**src/rtl/vend_credit_fsm_if.sv**
```systemverilog
// Customer-facing signal bundle of the vending credit controller.
// master drives coins and cancel; slave is the controller.
interface vend_credit_fsm_if #(
  parameter int CREDIT_W = 4,
  parameter int LEVEL_W  = 2
);
  logic                coin_valid;
  logic [CREDIT_W-1:0] coin_value;
  logic                cancel;
  logic [CREDIT_W-1:0] credit;
  logic [LEVEL_W-1:0]  level;
  logic                dispense;
  logic                change_valid;
  logic [CREDIT_W-1:0] change;
  logic                coin_reject;
  logic                busy;

  modport master (
    output coin_valid, coin_value, cancel,
    input  credit, level, dispense, change_valid, change, coin_reject, busy
  );

  modport slave (
    input  coin_valid, coin_value, cancel,
    output credit, level, dispense, change_valid, change, coin_reject, busy
  );
endinterface

```
**src/rtl/vend_credit_fsm.sv**
```systemverilog
// Coin-credit vending controller: accumulates saturating credit, dispenses at PRICE,
// returns change or refunds on cancel, and rejects coins that cannot be taken.
module vend_credit_fsm #(
  parameter int CREDIT_W        = 4,
  parameter int LEVEL_W         = 2,
  parameter int PRICE           = 7,
  parameter int DISPENSE_CYCLES = 2,
  parameter int SAT_MODE        = 0
) (
  input  logic              clk,
  input  logic              reset,
  vend_credit_fsm_if.slave  bus
);

  typedef enum logic [1:0] {
    IDLE    = 2'd0,
    COLLECT = 2'd1,
    VEND    = 2'd2,
    REFUND  = 2'd3
  } state_t;

  localparam int CNT_W = (DISPENSE_CYCLES > 1) ? $clog2(DISPENSE_CYCLES) : 1;

  localparam logic [CREDIT_W-1:0] CREDIT_MAX = {CREDIT_W{1'b1}};
  localparam logic [CREDIT_W-1:0] PRICE_C    = CREDIT_W'(PRICE);
  localparam logic [CNT_W-1:0]    CNT_INIT   = CNT_W'(DISPENSE_CYCLES - 1);
  localparam logic [CNT_W-1:0]    CNT_ONE    = CNT_W'(1);
  localparam logic [LEVEL_W-1:0]  LEVEL_OVER = (SAT_MODE != 0) ? {LEVEL_W{1'b1}} : {LEVEL_W{1'b0}};

  state_t              state_q, state_d;
  logic [CREDIT_W-1:0] credit_q, credit_d;
  logic [CNT_W-1:0]    cnt_q, cnt_d;
  logic                dispense_q, dispense_d;
  logic                change_valid_q, change_valid_d;
  logic [CREDIT_W-1:0] change_q, change_d;
  logic                coin_reject_q, coin_reject_d;
  logic                busy_q, busy_d;

  logic                coin_seen;
  logic [CREDIT_W:0]   sum_wide;
  logic [CREDIT_W-1:0] sum_sat;
  logic [LEVEL_W-1:0]  level_s;

  // Next-state, credit and strobe computation.
  always_comb begin
    state_d        = state_q;
    credit_d       = credit_q;
    cnt_d          = cnt_q;
    dispense_d     = 1'b0;
    change_valid_d = 1'b0;
    change_d       = {CREDIT_W{1'b0}};
    coin_reject_d  = 1'b0;

    coin_seen = bus.coin_valid && (bus.coin_value != {CREDIT_W{1'b0}});
    sum_wide  = {1'b0, credit_q} + {1'b0, bus.coin_value};
    if (sum_wide[CREDIT_W]) begin
      sum_sat = CREDIT_MAX;
    end else begin
      sum_sat = sum_wide[CREDIT_W-1:0];
    end

    case (state_q)
      IDLE, COLLECT: begin
        if (bus.cancel && (state_q == COLLECT)) begin
          state_d        = REFUND;
          change_valid_d = 1'b1;
          change_d       = credit_q;
          coin_reject_d  = coin_seen;
        end else if (coin_seen && bus.cancel) begin
          // A coin offered together with cancel is never kept.
          coin_reject_d = 1'b1;
        end else if (coin_seen) begin
          credit_d = sum_sat;
          if (sum_sat >= PRICE_C) begin
            state_d    = VEND;
            dispense_d = 1'b1;
            cnt_d      = CNT_INIT;
          end else begin
            state_d = COLLECT;
          end
        end else begin
          state_d = state_q;
        end
      end
      VEND: begin
        coin_reject_d = coin_seen;
        if (cnt_q != {CNT_W{1'b0}}) begin
          cnt_d      = cnt_q - CNT_ONE;
          dispense_d = 1'b1;
        end else begin
          state_d  = IDLE;
          credit_d = {CREDIT_W{1'b0}};
          if (credit_q > PRICE_C) begin
            change_valid_d = 1'b1;
            change_d       = credit_q - PRICE_C;
          end else begin
            change_valid_d = 1'b0;
          end
        end
      end
      REFUND: begin
        coin_reject_d = coin_seen;
        credit_d      = {CREDIT_W{1'b0}};
        state_d       = IDLE;
      end
      default: begin
        state_d  = IDLE;
        credit_d = {CREDIT_W{1'b0}};
      end
    endcase

    busy_d = (state_d == VEND) || (state_d == REFUND);
  end

  // State and registered outputs; reset abandons any vend or refund in flight.
  always_ff @(posedge clk) begin
    if (reset) begin
      state_q        <= IDLE;
      credit_q       <= {CREDIT_W{1'b0}};
      cnt_q          <= {CNT_W{1'b0}};
      dispense_q     <= 1'b0;
      change_valid_q <= 1'b0;
      change_q       <= {CREDIT_W{1'b0}};
      coin_reject_q  <= 1'b0;
      busy_q         <= 1'b0;
    end else begin
      state_q        <= state_d;
      credit_q       <= credit_d;
      cnt_q          <= cnt_d;
      dispense_q     <= dispense_d;
      change_valid_q <= change_valid_d;
      change_q       <= change_d;
      coin_reject_q  <= coin_reject_d;
      busy_q         <= busy_d;
    end
  end

  // Display level: low credit bits when they fit, otherwise the out-of-range code.
  always_comb begin
    if (credit_q[CREDIT_W-1:LEVEL_W] == {(CREDIT_W-LEVEL_W){1'b0}}) begin
      level_s = credit_q[LEVEL_W-1:0];
    end else begin
      level_s = LEVEL_OVER;
    end
  end

  assign bus.credit       = credit_q;
  assign bus.level        = level_s;
  assign bus.dispense     = dispense_q;
  assign bus.change_valid = change_valid_q;
  assign bus.change       = change_q;
  assign bus.coin_reject  = coin_reject_q;
  assign bus.busy         = busy_q;

endmodule
```
**src/flat_wrapper.sv**
```systemverilog
// flat-port wrapper written by rule: the top's interface ports become plain ports
module vend_credit_fsm_flat 
#(
  parameter int CREDIT_W        = 4,
  parameter int LEVEL_W         = 2,
  parameter int PRICE           = 7,
  parameter int DISPENSE_CYCLES = 2,
  parameter int SAT_MODE        = 0
)
  (clk, reset, bus_coin_valid, bus_coin_value, bus_cancel, bus_credit, bus_level, bus_dispense, bus_change_valid, bus_change, bus_coin_reject, bus_busy);
  vend_credit_fsm_if #(.CREDIT_W(CREDIT_W), .LEVEL_W(LEVEL_W)) bus_i ();
  input  logic clk;
  input  logic reset;
  input wire logic [$bits(bus_i.coin_valid)-1:0] bus_coin_valid;
  input wire logic [$bits(bus_i.coin_value)-1:0] bus_coin_value;
  input wire logic [$bits(bus_i.cancel)-1:0] bus_cancel;
  output wire logic [$bits(bus_i.credit)-1:0] bus_credit;
  output wire logic [$bits(bus_i.level)-1:0] bus_level;
  output wire logic [$bits(bus_i.dispense)-1:0] bus_dispense;
  output wire logic [$bits(bus_i.change_valid)-1:0] bus_change_valid;
  output wire logic [$bits(bus_i.change)-1:0] bus_change;
  output wire logic [$bits(bus_i.coin_reject)-1:0] bus_coin_reject;
  output wire logic [$bits(bus_i.busy)-1:0] bus_busy;
  assign bus_i.coin_valid = bus_coin_valid;
  assign bus_i.coin_value = bus_coin_value;
  assign bus_i.cancel = bus_cancel;
  assign bus_credit = bus_i.credit;
  assign bus_level = bus_i.level;
  assign bus_dispense = bus_i.dispense;
  assign bus_change_valid = bus_i.change_valid;
  assign bus_change = bus_i.change;
  assign bus_coin_reject = bus_i.coin_reject;
  assign bus_busy = bus_i.busy;
  vend_credit_fsm #(.CREDIT_W(CREDIT_W), .LEVEL_W(LEVEL_W), .PRICE(PRICE), .DISPENSE_CYCLES(DISPENSE_CYCLES), .SAT_MODE(SAT_MODE)) u_core (.clk(clk), .reset(reset), .bus(bus_i));
endmodule
```
**config.mk**
```make
export PLATFORM = sky130hd
export DESIGN_NAME = vend_credit_fsm_flat
export DESIGN_NICKNAME = d
export VERILOG_FILES = /design/src/rtl/vend_credit_fsm_if.sv /design/src/rtl/vend_credit_fsm.sv /design/src/flat_wrapper.sv
export SDC_FILE = /design/constraint.sdc
export NUM_CORES = 1
export LEC_CHECK = 0
export ABC_AREA = 0
export ABC_CLOCK_PERIOD_IN_PS = 5400
export BUFFER_PORTS_ARGS = -buffer_cell sky130_fd_sc_hd__buf_2
export CORE_UTILIZATION = 53
export CTS_CLUSTER_DIAMETER = 120
export DETAILED_ROUTE_END_ITERATION = 16
export PLACE_DENSITY = 0.81
export SKIP_CTS_REPAIR_TIMING = 1
export SLEW_MARGIN = 15
export SYNTH_ARGS = -nofsm -noshare
export SYNTH_HDL_FRONTEND = slang
export SYNTH_SLANG_ARGS = --single-unit
```
**constraint.sdc**
```tcl
create_clock -name clk -period 5.4 [get_ports clk]
set_input_delay 1.62 -clock clk [delete_from_list [all_inputs] [get_ports clk]]
set_output_delay 1.62 -clock clk [all_outputs]
set_load 0.03 [all_outputs]
```
* Word-level counts from Yosys, hierarchy flattened *
Cells that the tools add are included.

storage, ports and cells
  register bits after elaboration = 15
  input bits = 8
  logic and storage cells = 71
  output and inout port bits = 14

operators by class
  $lt $le $gt $ge = 2
  $add $sub $neg = 3
  reduce and logical (&&, ||, !) cells = 12
  muxes and demuxes = 36
  equality and inequality tests = 10

operators by type and width
  operator                                                                             number
  4-bit 2-to-1 mux                                                                     8
  1-bit 2-to-1 mux                                                                     15
  2-bit 2-to-1 mux                                                                     6
  4-bit case mux with 3 select lines                                                   1
  2-bit equality test, second input constant                                           4
  1-bit case mux with 2 select lines                                                   4
  4-bit case mux with 2 select lines                                                   1
  2-bit != test, second input constant                                                 3
  2-bit case mux with 3 select lines                                                   1
  4-bit by 4-bit adder with 5-bit output                                               1
  5-bit AND reduction                                                                  1
  4-bit by 3-bit greater-or-equal comparator with 1-bit output, second input constant  1
  4-bit by 3-bit > comparator with 1-bit output, second input constant                 1
  2-bit zero test                                                                      2
  2-bit by 1-bit != test with 1-bit output, second input constant                      2
  4-bit AND reduction                                                                  1
  4-bit nonzero test                                                                   1
  2-bit OR reduction                                                                   2
  4-bit by 3-bit subtractor with 4-bit output, second input constant                   1
  1-bit logical AND                                                                    3
  2-bit by 1-bit equality test with 1-bit output, second input constant                1
  2-bit nonzero test                                                                   1
  1-bit logical OR                                                                     1
  1-bit subtractor, second input constant                                              1

* Logic depth before layout (Yosys ltp) *
Gate-level depths: netlist of the first run.

  depth in word-level cells = 10
  mapped depth = 7
  gate-level depth less buffers = 7

* Worst setup path after synthesis of the first run *
OpenSTA, ideal clock, no wires.

  path kind = flip-flop to output port
  start = register u_core.credit_q[1] (netlist: u_core.bus.credit[1])
  end = output port bus_level[1]
  stages on the path, launching flop included = 3
  path buffers = 0
  required time = 3.780 ns
  slack = 2.343 ns
  data arrival time = 1.437 ns
  cell sequence = dfxtp_1 > inv_1 > nor3_1

between the ends
  word-level cells in the longest chain between the ends = 1

ends and longest elaborated chain
  item                    RTL line                source
  from (decl)             vend_credit_fsm.sv:31   logic [CREDIT_W-1:0] credit_q, credit_d;
  from (signal assigned)  vend_credit_fsm.sv:119  credit_q <= {CREDIT_W{1'b0}};
  from (signal assigned)  vend_credit_fsm.sv:128  credit_q <= credit_d;
  2-bit 2-to-1 mux        vend_credit_fsm.sv:140  if (credit_q[CREDIT_W-1:LEVEL_W] == {(CREDIT_W-LEVEL_W){1'b0}}) begin
  to (decl)               flat_wrapper.sv:18      output wire logic [$bits(bus_i.level)-1:0] bus_level;

Every way passes these cells.

* Final worst setup path of the first run *
Same ends and word-level chain as after synthesis.

==> metrics.csv, run 1 <==
stage;metric;value;unit
sta;max_freq;0.345;GHz
sta;worst_hold_slack;0.523;ns
pwr;pwr-share-seq;50.0;%
synthesis;synth_top_area_cell;dfxtp_1;
layout;seq_area;300;sq um
pwr;power_density;265;nW/um^2
pwr;switchingPower;0.0801;mW
layout;antenna_cells;0;
pwr;pwr-share-comb;24.2;%
worst_setup_path;start_kind;flip-flop;
synthesis;async_flop_share;0;%
pwr;max-vdd-ir-drop;0.000191;V
detailed_routing;via_per_inst;5.72;
worst_setup_path;crit_required;3.78;ns
sta;period_share;53.7;%
sta;final.min_clock_period;2.90;ns
layout;area_delta_synth_final;18.1;%
global_routing;grt_pass1_vias;574;
detailed_routing;drc;0;
clock_tree;clock-sinks;15;
detailed_routing;num_vias;698;
sta;grt_setup_unrepaired;false;
synthesis;syn_area_per_cell;9.56;sq um
floorplan;die-width;40.7;um
clock_tree;clkTransAtPathRegs;0.10;ns
worst_setup_path;cp_max_fo;7;
synthesis;ys_warn_count;0;
global_routing;grt_max_degree;10;
synthesis;netlist.area_leader.share;37.9;%
floorplan;core;1350;sq um
detailed_routing;drt-total-wl;1660;um
worst_setup_path;crit_start;u_core.bus.credit[1];
synthesis;synth_edf_count;0;
pwr;swShare;32.3;%
synthesis;synth-main-ff-cell;dfxtp_1;
layout;fillers;122;
synthesis;synth_commonest_cells;15 x dfxtp_1, 11 x nor2_1, 5 x a21oi_1, 5 x ha_1;
global_routing;track_usage;24.7;%
layout;fin_util;69.4;%
global_routing;antenna_found_initial;0;
sta;final-setup-viol-count;0;
floorplan;die_h;40.7;um
pwr;intPower;0.168;mW
detailed_routing;wl_per_cell;13.6;um
synthesis;synth_cell_types;33;
worst_setup_path;crit_family;flip-flops;
pwr;clkPwrFrac;25.7;%
worst_setup_path;crit_slowest_cell;dfxtp_1;
detailed_routing;first_pass_iters;4;
worst_setup_path;crit_chain;inv_1, nor3_1, buf_2;
clock_tree;cts_tree;done;
synthesis;syn-num-nets;97;
hold_path;min_from;u_core.state_q[0];
synthesis;synth_area;793;sq um
placed_design;portBuffers;21;
sta;relSlewSlack;57.9;%
pwr;p_leak;0.442;nW
sta;tightest_slew;0.626;ns
synthesis;synth_cells;83;
clock_tree;htree_levels;1;
sta;final_hold_viol_count;0;
layout;multi_input_area;470;sq um
synthesis;yosysSeqAreaShare;37.9;%
worst_setup_path;arrival;1.28;ns
sta;fin_ws;2.50;ns
sta;setup_tns;0;ns
hold_path;min_path_type;reg -> reg;
sta;skew;0.0123;ns
floorplan;die-area;1660;sq um
run;max_cap_viol_count;0;
status;status;finished, final reports clean;
worst_setup_path;endpoint_kind;primary output;
floorplan;io_pins;22;
worst_setup_path;max_stage_delay;0.47;ns
placed_design;dpl.hpwl;1300;um
placed_design;pre_cts_slack;2.24;ns
synthesis;synthTopCellsByArea;dfxtp_1 38%, ha_1 7.9%, nor2_1 5.2%, nand3b_1 3.8%, o41ai_4 3.5%;
global_routing;grt_pass1_wl;2620;um
floorplan;start_util;58.8;%
synthesis;synth_most_common_cell;dfxtp_1;
clock_tree;cts_root_buffer;clkbuf_4;
layout;instances_no_fill;122;
placed_design;dp.cells;118;
sta;slew_violations;0;
worst_setup_path;crit_buf_inv;2;
layout;finalNetCount;122;
detailed_routing;postRouteAntennaNets;0;
detailed_routing;drtIter0Drc;12;
clock_tree;worst_skew_pair.late_latency;0.28;ns
clock_tree;numCtsBuffers;3;
floorplan;row_count;13;
layout;drive_gt1_share;28.0;%
worst_setup_path;worstSetupPathType;reg -> out;
synthesis;synth_seq_cells;15;
worst_setup_path;reg2reg_from;u_core.bus.credit[0];
global_routing;grt-ovfl-total;0;
placed_design;gp_congestion;0.922;
clock_tree;cts_buffer_depth;2;
[routing by layer]
metal	up-vias	wire [um]	track usage (%)
met1	320	807	32.3
met5	-	0	0
met4	0	23	10.0
met3	4	36	3.26
li1	359	-	-
met2	15	795	40.9
[sequential cells by signal, summed over array words and instances, names as in the netlist]
signal and flops:
u_core.bus.coin_reject 1, u_core.bus.busy 1, u_core.bus.credit 4, u_core.bus.change_valid 1, u_core.bus.dispense 1, u_core.state_q 2
u_core.bus.change 4, u_core.cnt_q 1
[placed cells by master, fill, tap and decap left out]
cell type,netlist,final
buf_2,0,21
dfxtp_1,15,15
nor2_1,11,11
a21oi_1,5,5
ha_1,5,5
inv_1,4,4
nand2_1,4,4
nand3b_1,4,4
o21ai_0,4,4
o2bb2ai_1,3,3
clkbuf_4,0,3
nor3b_1,2,2
nor3_1,2,2
a21o_1,2,2
o22ai_1,2,2
o41ai_4,1,1
nor2_2,1,1
and4_1,1,1
xnor2_1,1,1
o211a_1,1,1
and2b_2,1,1
nor4_1,1,1
o31ai_4,1,1
a22o_1,1,1
nor2b_1,1,1
and3_1,1,1
a22oi_1,1,1
nand4bb_1,1,1
nand2b_1,1,1
o22a_1,1,1
a22o_2,1,1
nand4_1,1,1
o32ai_1,1,1
fa_1,1,1
clkinv_2,0,1
[power by group through the flow]
stage | clock network [mW] | registers (mW) | logic, mW
after floorplan | 0 | 0.133 | 0.0358
after global placement | 0 | 0.126 | 0.0573
after detailed placement | 0 | 0.127 | 0.0589
after CTS | 0.0639 | 0.124 | 0.0597
after global routing | 0.0682 | 0.125 | 0.0665
final | 0.0637 | 0.124 | 0.0601
[cell type report]
cell class / instances / area share (%)
repair buffers: 21 / 11.2
well taps: 15 / 2.00
clock buffers: 3 / 2.40
inverters: 4 / 1.60
clock inverters: 1 / 0.534
multi-input cells: 63 / 50.2
flip-flops and latches: 15 / 32.0
[through the flow]
step           power, mW  cell area [sq um]
2_1_floorplan      0.169                793
3_3_place_gp       0.184                910
3_5_place_dp       0.186                910
4_1_cts            0.248                937
5_1_grt            0.260                937
6_report           0.248                937
[worst register-to-register path, stage by stage (launching register included)]
cell and delay, ns:
dfxtp_1 0.47, ha_1 0.22, inv_1 0.05, fa_1 0.44, xnor2_1 0.22, nand3b_1 0.12, o211a_1 0.20, o32ai_1 0.15
[final timing paths]
check                       to  slack (ns)  cells after the start
min          u_core.state_q[0]        0.52                      2
max reg2reg       u_core.cnt_q        3.43                      7
min reg2reg  u_core.state_q[0]        0.52                      2
max               bus_level[1]        2.50                      3
[cell families after synthesis]
group	Yosys count	synth area share [%]
AND/OR/NAND/NOR	32	22.4
AO/OA/AOI/OAI	24	25.4
flip-flops	15	37.9
adder cells (fa/ha/maj)	6	10.4
buffers and inverters	5	2.84
XOR/XNOR	1	1.10
Power figures use the tool's default switching activity.
==> run 2, diff against run 1 <==
- ABC_CLOCK_PERIOD_IN_PS: 5400 -> 2700
- CORE_UTILIZATION: 53 -> 49
- PLACE_DENSITY: 0.81 -> 0.76
- clock period: 5.4 -> 2.7 ns (I/O delays scaled with it)
==> metrics.csv, run 2 (synthesis gave the netlist of run 1 again) <==
stage;metric;value;unit
layout;area_delta_synth_final;18.1;%
sta;final_hold_viol_count;0;
detailed_routing;wl_per_cell;12.5;um
layout;drive_gt1_share;27.1;%
sta;grt_setup_unrepaired;false;
layout;final_common_cell;buf_2;
clock_tree;cts_tree;done;
clock_tree;numCtsBuffers;3;
sta;skew;0.00270;ns
worst_setup_path;crit_buf_inv;2;
floorplan;row_count;14;
clock_tree;cts_buffer_depth;2;
worst_setup_path;max_stage_delay;0.46;ns
clock_tree;worst_skew_pair.late_latency;0.28;ns
sta;slew_violations;0;
layout;fin_util;62.2;%
worst_setup_path;start_kind;flip-flop;
worst_setup_path;cp_max_fo;7;
detailed_routing;drt-total-wl;1530;um
pwr;max-vdd-ir-drop;0.000328;V
pwr;p_leak;0.439;nW
worst_setup_path;crit_required;1.89;ns
worst_setup_path;reg2reg_slack;0.78;ns
worst_setup_path;arrival;1.26;ns
layout;instances_no_fill;123;
detailed_routing;via_per_inst;5.65;
floorplan;die_h;42.2;um
sta;final-setup-viol-count;0;
placed_design;pre_cts_slack;0.337;ns
layout;finalNetCount;122;
sta;max_freq;0.483;GHz
floorplan;io_pins;22;
pwr;fin_total_pwr;0.492;mW
sta;setup_tns;0;ns
worst_setup_path;endpoint_kind;primary output;
floorplan;die-width;42.2;um
hold_path;min_from;u_core.cnt_q;
global_routing;track_usage;19.0;%
placed_design;portBuffers;21;
sta;relSlewSlack;64.4;%
worst_setup_path;reg2reg_from;u_core.bus.credit[0];
status;status;finished, final reports clean;
layout;antenna_cells;0;
placed_design;dp.cells;119;
global_routing;grt_max_degree;10;
worst_setup_path;crit_slowest_cell;dfxtp_1;
worst_setup_path;r2r_end;u_core.state_q[0];
detailed_routing;first_pass_iters;3;
sta;tightest_slew;0.529;ns
worst_setup_path;crit_family;flip-flops;
global_routing;grt-ovfl-total;0;
worst_setup_path;worstSetupPathType;reg -> out;
clock_tree;htree_levels;1;
hold_path;hold_depth;2;
layout;layout_common_cells;21 x buf_2, 15 x dfxtp_1, 11 x nor2_1, 5 x a21oi_1, 5 x ha_1;
sta;fin_ws;0.629;ns
global_routing;grt_pass1_vias;577;
detailed_routing;num_vias;695;
floorplan;start_util;52.7;%
hold_path;hold_path_end;u_core.cnt_q;
worst_setup_path;rr_worst_depth;6;
clock_tree;cts_root_buffer;clkbuf_4;
floorplan;core;1510;sq um
hold_path;min_path_type;reg -> reg;
run;max_cap_viol_count;0;
placed_design;gp_congestion;0.755;
worst_setup_path;crit_chain;inv_1, nor3_1, buf_2;
detailed_routing;drc;0;
clock_tree;clock-sinks;15;
placed_design;dpl.hpwl;1200;um
detailed_routing;drtIter0Drc;8;
sta;period_share;76.7;%
global_routing;antenna_found_initial;0;
clock_tree;clkTransAtPathRegs;0.09;ns
sta;final.min_clock_period;2.07;ns
pwr;power_density;525;nW/um^2
floorplan;die-area;1780;sq um
global_routing;grt_pass1_wl;2510;um
detailed_routing;postRouteAntennaNets;0;
[run 2: stage by stage]
step                instance area [sq um]  hold WS [ns]
global placement                      911         0.504
global route                          937         0.534
detailed placement                    911         0.514
finish                                937         0.522
floorplan                             793         0.473
CTS                                   937         0.527
[run 2: worst max-delay path by stage]
stage | cells past startpoint | start | to | slack (ns)
2_1_floorplan | 2 | u_core.bus.credit[1] | bus_level[1] | 0.45
3_3_place_gp | 7 | bus_coin_value[0] | u_core.bus.dispense | 0.38
3_5_place_dp | 7 | bus_coin_value[0] | u_core.state_q[0] | 0.34
4_1_cts | 3 | u_core.bus.credit[1] | bus_level[1] | 0.63
5_1_grt | 8 | bus_coin_value[0] | u_core.bus.busy | 0.53
6_report | 3 | u_core.bus.credit[1] | bus_level[1] | 0.63
[run 2: final cells by class]
class | instances | area, sq um
inverters | 4 | 15.0
multi-input cells | 63 | 470
fillers | 155 | 569
repair buffers | 21 | 105
clock buffers | 4 | 26.3
well taps | 16 | 20.0
flip-flops and latches | 15 | 300
[run 2: per-layer routing]
| layer | share of wire [%] | up-vias | track usage, % |
|---|---|---|---|
| met2 | 45 | 17 | 28.6 |
| met5 | 0 | - | 0 |
| met3 | 5.1 | 2 | 7.76 |
| met4 | 0.72 | 0 | 5.63 |
| li1 | - | 356 | - |
| met1 | 49 | 320 | 24.9 |
[run 2: worst register-to-register path, stage by stage, from the launching register on]
cell and delay (ns):
dfxtp_1 0.46, ha_1 0.21, inv_1 0.05, fa_1 0.44, and4_1 0.24, o211a_1 0.28, o2bb2ai_1 0.13
[run 2: power by group]
part	total [mW]	internal [mW]	switching [mW]
clock network	0.127	0.0574	0.0700
logic	0.117	0.0477	0.0692
registers	0.248	0.233	0.0155
